<file path="src/rtl/adder_chk_pkg.sv">
// rtl/adder_chk_pkg.sv - shared types and constants for the adder stimulus checker
package adder_chk_pkg;

    typedef enum logic [1:0] {
        ST_IDLE,
        ST_SETTLE,
        ST_CHECK,
        ST_FINISH
    } state_t;

    // Galois right-shift toggle mask for x^32 + x^22 + x^2 + x + 1
    localparam logic [31:0] LFSR_TAPS = 32'h8020_0003;

    localparam logic [31:0] CORNER0_A = 32'h0000_0000;
    localparam logic [31:0] CORNER0_B = 32'h0000_0000;
    localparam logic [31:0] CORNER1_A = 32'hFFFF_FFFF;
    localparam logic [31:0] CORNER1_B = 32'h0000_0001;
    localparam logic [31:0] CORNER2_A = 32'h7FFF_FFFF;
    localparam logic [31:0] CORNER2_B = 32'h0000_0001;
    localparam logic [31:0] CORNER3_A = 32'h8000_0000;
    localparam logic [31:0] CORNER3_B = 32'h8000_0000;

    localparam logic [15:0] ERR_NONE = 16'hFFFF;

    function automatic logic [31:0] corner_a(input logic [1:0] idx);
        case (idx)
            2'd0:    return CORNER0_A;
            2'd1:    return CORNER1_A;
            2'd2:    return CORNER2_A;
            default: return CORNER3_A;
        endcase
    endfunction

    function automatic logic [31:0] corner_b(input logic [1:0] idx);
        case (idx)
            2'd0:    return CORNER0_B;
            2'd1:    return CORNER1_B;
            2'd2:    return CORNER2_B;
            default: return CORNER3_B;
        endcase
    endfunction

endpackage

</file>
<file path="src/rtl/adder_stim_checker_lfsr32.sv">
// rtl/adder_stim_checker_lfsr32.sv - 32-bit Galois LFSR with seed reload
module lfsr32
    import adder_chk_pkg::*;
#(
    parameter logic [31:0] SEED = 32'h0000_0001
) (
    input  logic        clk,
    input  logic        rst,
    input  logic        load,
    input  logic        advance,
    output logic [31:0] value
);

    logic [31:0] stepped;

    // One Galois step: shift right, fold the tap mask in when a one drops out
    always_comb begin
        stepped = value >> 1;
        if (value[0]) begin
            stepped = (value >> 1) ^ LFSR_TAPS;
        end
    end

    // Reload wins over advance so a new run always restarts from the seed
    always_ff @(posedge clk) begin
        if (rst || load) begin
            value <= SEED;
        end else if (advance) begin
            value <= stepped;
        end
    end

endmodule

</file>
<file path="config.mk">
export PLATFORM = sky130hd
export DESIGN_NAME = lfsr32
export DESIGN_NICKNAME = d
export VERILOG_FILES = /design/src/rtl/adder_chk_pkg.sv /design/src/rtl/adder_stim_checker_lfsr32.sv
export SDC_FILE = /design/constraint.sdc
export NUM_CORES = 1
export LEC_CHECK = 0
export BUFFER_PORTS_ARGS = -buffer_cell sky130_fd_sc_hd__buf_2
export CORE_ASPECT_RATIO = 1.4
export CORE_MARGIN = 4
export CORE_UTILIZATION = 30
export DETAILED_ROUTE_END_ITERATION = 10
export PLACE_DENSITY = 0.6
export SYNTH_ARGS = -nofsm -noshare
export SYNTH_HDL_FRONTEND = slang
export SYNTH_SLANG_ARGS = --single-unit
</file>
<file path="constraint.sdc">
create_clock -name clk -period 1.3 [get_ports clk]
set_clock_uncertainty 0.15 [all_clocks]
set_input_delay 0.195 -clock clk [delete_from_list [all_inputs] [get_ports clk]]
set_output_delay 0.195 -clock clk [all_outputs]
set_load 0.01 [all_outputs]
</file>
Yosys cells after proc, flatten, opt, wreduce, memory -nomap -nowiden
Cells that the tools add are included.

operators by class
  add/subtract/negate cells = 0
  $mul = 0
  divide/modulo/power cells = 0
  order comparisons = 0
  equal/unequal tests = 0
  shifts and indexed selects = 0
  muxes and demuxes = 1
  bitwise logic cells = 1
  reduce and logical (&&, ||, !) cells = 1

operator list
  kind                              number
  32-bit 2-to-1 mux                 1
  3-bit inverter with 4-bit output  1
  1-bit logical OR                  1

storage, ports and cells
  register bits after elaboration = 32
  latch bits = 0
  memory bits (writable) = 0
  bits in read-only memories = 0
  input port bits = 4
  output and inout port bits = 32
  logic and storage cells = 4
  memories kept = 0

Longest topological paths before layout
Gate-level depths: netlist of run 1.

  depth in word-level cells = 2
  gate-level depth with buffers = 4
  gate-level depth less buffers = 2

Least setup slack after synthesis of run 1
OpenSTA, ideal clock, no wires.

  kind = input to register
  start point = input load
  end point = register value[21]
  setup time = 0.079 ns
  arrival = 0.780 ns
  required time = 1.071 ns
  setup slack = 0.290 ns
  cell stages on the path = 4
  buffers on the path = 2
  cells stage by stage = or2_1 buf_6 buf_6 a211oi_2

between the ends
  cells in the longest elaborated chain, start to end = 1

RTL lines
  element               line                             RTL
  start, declared       adder_stim_checker_lfsr32.sv:9   input logic load,
  1-bit logical OR      adder_stim_checker_lfsr32.sv:26  if (rst || load) begin
  end signal, assigned  adder_stim_checker_lfsr32.sv:29  value <= stepped;
  end, declared         adder_stim_checker_lfsr32.sv:11  output logic [31:0] value

Every way passes these cells.
A chain may end at the register's enable or synchronous reset.

Final worst setup path of run 1
  start point = register value[0]
  end point = output value[0]

No word-level cell between the ends.

==> results.ini, run 1 <==
[outcome]
status = completed

[finish]
largest_reg_flops = 32
top_register = value
drive_gt1_share_pct = 33.3
area.growth.synth_to_final_pct = 6.90
diodes = 0
reg.largest.list = value (32)
seqCellArea_um2 = 642
final_core_util_pct = 33.3
nets = 150
fillerInstances = 489
multi_input_area_um2 = 469

[die]
die_h_um = 89.2
io_pins = 36
fp.dieW_um = 66.0
die_area_um2 = 5890
initial_core_util_pct = 31.2
num_rows = 29
core_area_um2 = 4540

[setup_path]
slowest_stage = dfxtp_2
r2r_slack_ns = 0.36
r2r-start = value[0]
cp_top_family = flip-flops
crit_chain = buf_2
slowest_delay_ns = 0.40
critPathArrivalTime_ns = 0.84
r2r_cells = 2
timing_worst_setup_path_type = reg2out
worst-path-buf-inv = 1
critPathCaptureType = output pin
cp-start-kind = flop
path_max_fanout = 6
r2r-end = value[1]
required_ns = 0.95

[power]
clockPowerShare_pct = 41.5
p_leak_nw = 0.735
switching_power_uw = 410
combinationalPowerShare_pct = 5.3
switching_share_pct = 22.0
pwr_density_cell_nw_per_um2 = 1230
internal_power_mw = 1.45
seqPwrFrac_pct = 53.2
vdd_drop_max_v = 0.000618

[clock_tree]
cts_resized = 1
cts_root_buffer = clkbuf_8
worstSkewPairLatency_ns = 0.28
cts-htree-levels = 2
cts.sinks = 32
cts.reportedPaths.clkPinSlew_ns = 0.07
cts_tree = built
post_cts_buffers = 0
numCtsBuffers = 5
ctsHoldBuffers = 0
cts.path.max_buffers = 2

[run]
cap_violations = 0

[sta]
fin_crit_ns = 1.18
setup-violations-final = 0
hold_slack_ns = 0.103
rsz0062_at_grt = no
fin_ws_ns = 0.118
maxSlewViolCount = 0
worst_pin_slew_ns = 0.172
relSlewSlack_pct = 88.5
fin_tns_setup_ns = 0
period_share_pct = 91.0
fmax_mhz = 846
hold_viol_final = 0

[synth]
yosysTopAreaCell = dfxtp_1
synth-edff-count = 0
synth_area_um2 = 1410
synthTopCellsByCount = dfxtp_1, nor2_1, buf_4
syn_nets = 141
synth.area.top_cells = dfxtp_1, mux2i_1, buf_4
async_reset_ff_share_pct = 0
synth_ff_type = dfxtp_1
synth.top_cell.area_share_pct = 45.3
synth-seq-cells = 32
synth-seq-area-share_pct = 45.3
syn_avg_cell_area_um2 = 10.3
yosys_warnings = 0
syn_inst = 137
yosysMostFrequentCell = dfxtp_1
yosysUniqueCellTypes = 12

[route]
dr.pass1.iters = 2
final_antenna_net_count = 0
wire_per_inst_um = 11.2
wirelength_mm = 2.35
num_vias = 858
drt_iter0_drc = 49
drc = 0
vias_per_cell = 4.11

[place]
gp_congestion = 0.664
port_buffers = 35
pre_cts_ws_ns = 0.149

[grt]
grt_pass1_vias = 828
grt-ovfl-total = 0
grt_pass1_wl_mm = 3.79
track_usage_pct = 8.62
antenna_found_initial = 0
grt_max_degree = 19

[hold_path]
min_from = rst
worstHoldEndpoint = value[1]
hold_class = in2reg
hold_depth = 3

## worst register-to-register path: cells and delay by family (launching register included)
kind | cells | cell delay, ns
compound gates | 1 | 0.22
xor+xnor | 1 | 0.13
flops | 1 | 0.36
## cells in the final DEF (no fill, tap or decap), types with 2 or more instances in the layout
cell type	netlist	routed
buf_12	0	2
buf_2	0	35
buf_4	30	2
clkbuf_8	0	6
clkinv_2	0	2
dfxtp_1	32	31
mux2i_1	29	29
nor2_1	31	31
xnor2_1	2	2
## power groups by stage
| stage | Sequential (mW) | Clock [mW] | Combinational, mW |
|---|---|---|---|
| after floorplan | 1.01 | 0 | 0.0924 |
| after global placement | 1.01 | 0 | 0.101 |
| after detailed placement | 1.01 | 0 | 0.101 |
| after CTS | 0.992 | 0.808 | 0.101 |
| after global routing | 0.992 | 0.858 | 0.108 |
| final | 0.992 | 0.773 | 0.0993 |
## worst max-delay path by stage
stage               startpoint   endpoint  cells after the start
global placement          load  value[21]                      4
finish                value[0]   value[0]                      1
detailed placement        load  value[21]                      4
floorplan                 load  value[21]                      4
global route          value[0]   value[0]                      1
CTS                   value[0]   value[0]                      1
## metrics by stage
stage          power [mW]  instances  cell area, um^2
6_report             1.86        209             1510
5_1_grt              1.96        209             1510
4_1_cts              1.90        209             1510
3_5_place_dp         1.11        201             1420
3_3_place_gp         1.11        201             1420
2_1_floorplan        1.11        137             1410
## cell type report
cell class	count	share of cell area, %
sequential	32	42.5
timing repair buffer	39	15.2
multi-input combinational	68	31.0
clock buffer	6	5.46
clock inverter	2	0.662
tap	62	5.13
## logic make-up after synthesis
kind of cell,share of synthesized area [%]
buffers and inverters,21.5
and+or+nand+nor,9.12
DFF,45.3
muxes,20.5
AOI/OAI and AO/OA,2.30
xor gates and xnor gates,1.24
## layer usage
| layer | track usage (%) | up-vias | routed length [um] |
|---|---|---|---|
| met2 | 14.7 | 23 | 1190 |
| met1 | 9.25 | 397 | 976 |
| met3 | 2.89 | 7 | 132 |
| li1 | - | 431 | - |
| met5 | 0 | - | 0 |
| met4 | 4.99 | 0 | 51 |
(Power assumes the default switching activity.)
==> inputs of run 2 (changes only) <==
--- a/config.mk
+++ b/config.mk
@@ -6,7 +6,7 @@
 export NUM_CORES = 1
 export LEC_CHECK = 0
 export BUFFER_PORTS_ARGS = -buffer_cell sky130_fd_sc_hd__buf_2
-export CORE_ASPECT_RATIO = 1.4
+export CORE_ASPECT_RATIO = 1.25
 export CORE_MARGIN = 4
 export CORE_UTILIZATION = 30
 export DETAILED_ROUTE_END_ITERATION = 10
==> results.ini, run 2 (synthesis results as in run 1) <==
[finish]
nets = 151
drive_gt1_share_pct = 33.3
mostFrequentLayoutCells = buf_2, nor2_1, dfxtp_1
largest_reg_flops = 32
final_common_cell = buf_2
area.growth.synth_to_final_pct = 7.35
diodes = 0
finalNonFillerCells = 205
top_register = value
reg.largest.list = value (32)

[clock_tree]
cts_root_buffer = clkbuf_8
post_cts_buffers = 0
cts.sinks = 32
cts_tree = built
cts.reportedPaths.clkPinSlew_ns = 0.06
numCtsBuffers = 5
cts.path.max_buffers = 2
worstSkewPairLatency_ns = 0.27
cts-htree-levels = 2

[grt]
grt_max_degree = 19
grt_pass1_vias = 826
antenna_found_initial = 0
track_usage_pct = 8.20
grt-ovfl-total = 0
grt_pass1_wl_mm = 3.89

[setup_path]
critPathArrivalTime_ns = 0.82
r2r-start = value[0]
slowest_stage = dfxtp_2
slowest_delay_ns = 0.39
cp-startpoint = value[0]
cp_top_family = flip-flops
required_ns = 0.95
timing_worst_setup_path_type = reg2out
cp-start-kind = flop
crit_chain = buf_2
critPathCaptureType = output pin
worst-path-buf-inv = 1
path_max_fanout = 6

[route]
dr.pass1.iters = 4
vias_per_cell = 4.06
wirelength_mm = 2.20
drt_iter0_drc = 18
final_antenna_net_count = 0
wire_per_inst_um = 10.7
num_vias = 832
drc = 0

[sta]
period_share_pct = 89.6
hold_slack_ns = 0.114
setup-violations-final = 0
maxSlewViolCount = 0
fin_crit_ns = 1.16
fmax_mhz = 859
rsz0062_at_grt = no
hold_viol_final = 0
relSlewSlack_pct = 88.4
fin_tns_setup_ns = 0
worst_pin_slew_ns = 0.173

[hold_path]
min_from = rst
hold_class = in2reg

[place]
gp_congestion = 0.652
dp_hpwl_mm = 1.65
dp.cells = 198
port_buffers = 35

[die]
num_rows = 27
die_area_um2 = 5880
die_h_um = 84.8
io_pins = 36
fp.dieW_um = 69.4
initial_core_util_pct = 31.5
core_area_um2 = 4490

[power]
pwr_density_cell_nw_per_um2 = 1240
p_leak_nw = 0.739
vdd_drop_max_v = 0.000564

[outcome]
status = completed

[run]
cap_violations = 0

[run 2: cell count changes in the layout (fill, tap and decap cells not counted)]
cell      before  now
clkinv_2       2    0
buf_4          2    3
clkbuf_8       6    7
[run 2: what timing repair did]
item,in CTS,in global routing
hold buffers,0,0
gates resized for setup,0,1
setup endpoints to repair,0,1
[run 2: cell type report]
| cell class | count | area (um^2) |
|---|---|---|
| Fill cell | 483 | 2980 |
| Sequential cell | 32 | 642 |
| Multi-Input combinational cell | 68 | 469 |
| Timing Repair Buffer | 40 | 238 |
| Clock buffer | 7 | 96.3 |
| Tap cell | 58 | 72.6 |
[run 2: where the power goes]
part	switching (mW)	total, mW	internal [mW]
clock network	0.324	0.795	0.471
registers	0.00519	0.992	0.987
logic	0.0520	0.101	0.0486
[run 2: worst paths after layout]
path / endpoint / slack [ns] / depth (start not counted)
worst max register to register: value[21] / 0.37 / 2
worst min register to register: value[15] / 0.36 / 2
worst min-delay path: value[1] / 0.11 / 3
worst max-delay path: value[0] / 0.14 / 1
[run 2: routing by layer]
metal  GRT usage, %  up-vias  part of all wire [%]
met4           4.26        0                   2.2
met2           13.5       22                    48
met3           3.11        6                   5.8
li1               -      432                     -
met1           9.10      372                    44
met5              0        -                     0
[run 2: tightest hold or removal path, delay by kind of cell]
family,cells,cell delay (ns)
AND/OR/NAND/NOR,1,0.16
AO/OA/AOI/OAI,1,0.06
buffers and inverters,1,0.07
[run 2: stage by stage]
| stage | utilization, % | area [um^2] | setup slack [ns] | total power, mW |
|---|---|---|---|---|
| after floorplan | - | 1410 | 0.290 | 1.11 |
| after global placement | 31.6 | 1420 | 0.200 | 1.12 |
| after detailed placement | 31.6 | 1420 | 0.185 | 1.12 |
| after CTS | 33.8 | 1520 | 0.0101 | 1.93 |
| after global routing | 33.8 | 1520 | 0.0848 | 1.97 |
| final | 33.8 | 1520 | 0.135 | 1.89 |
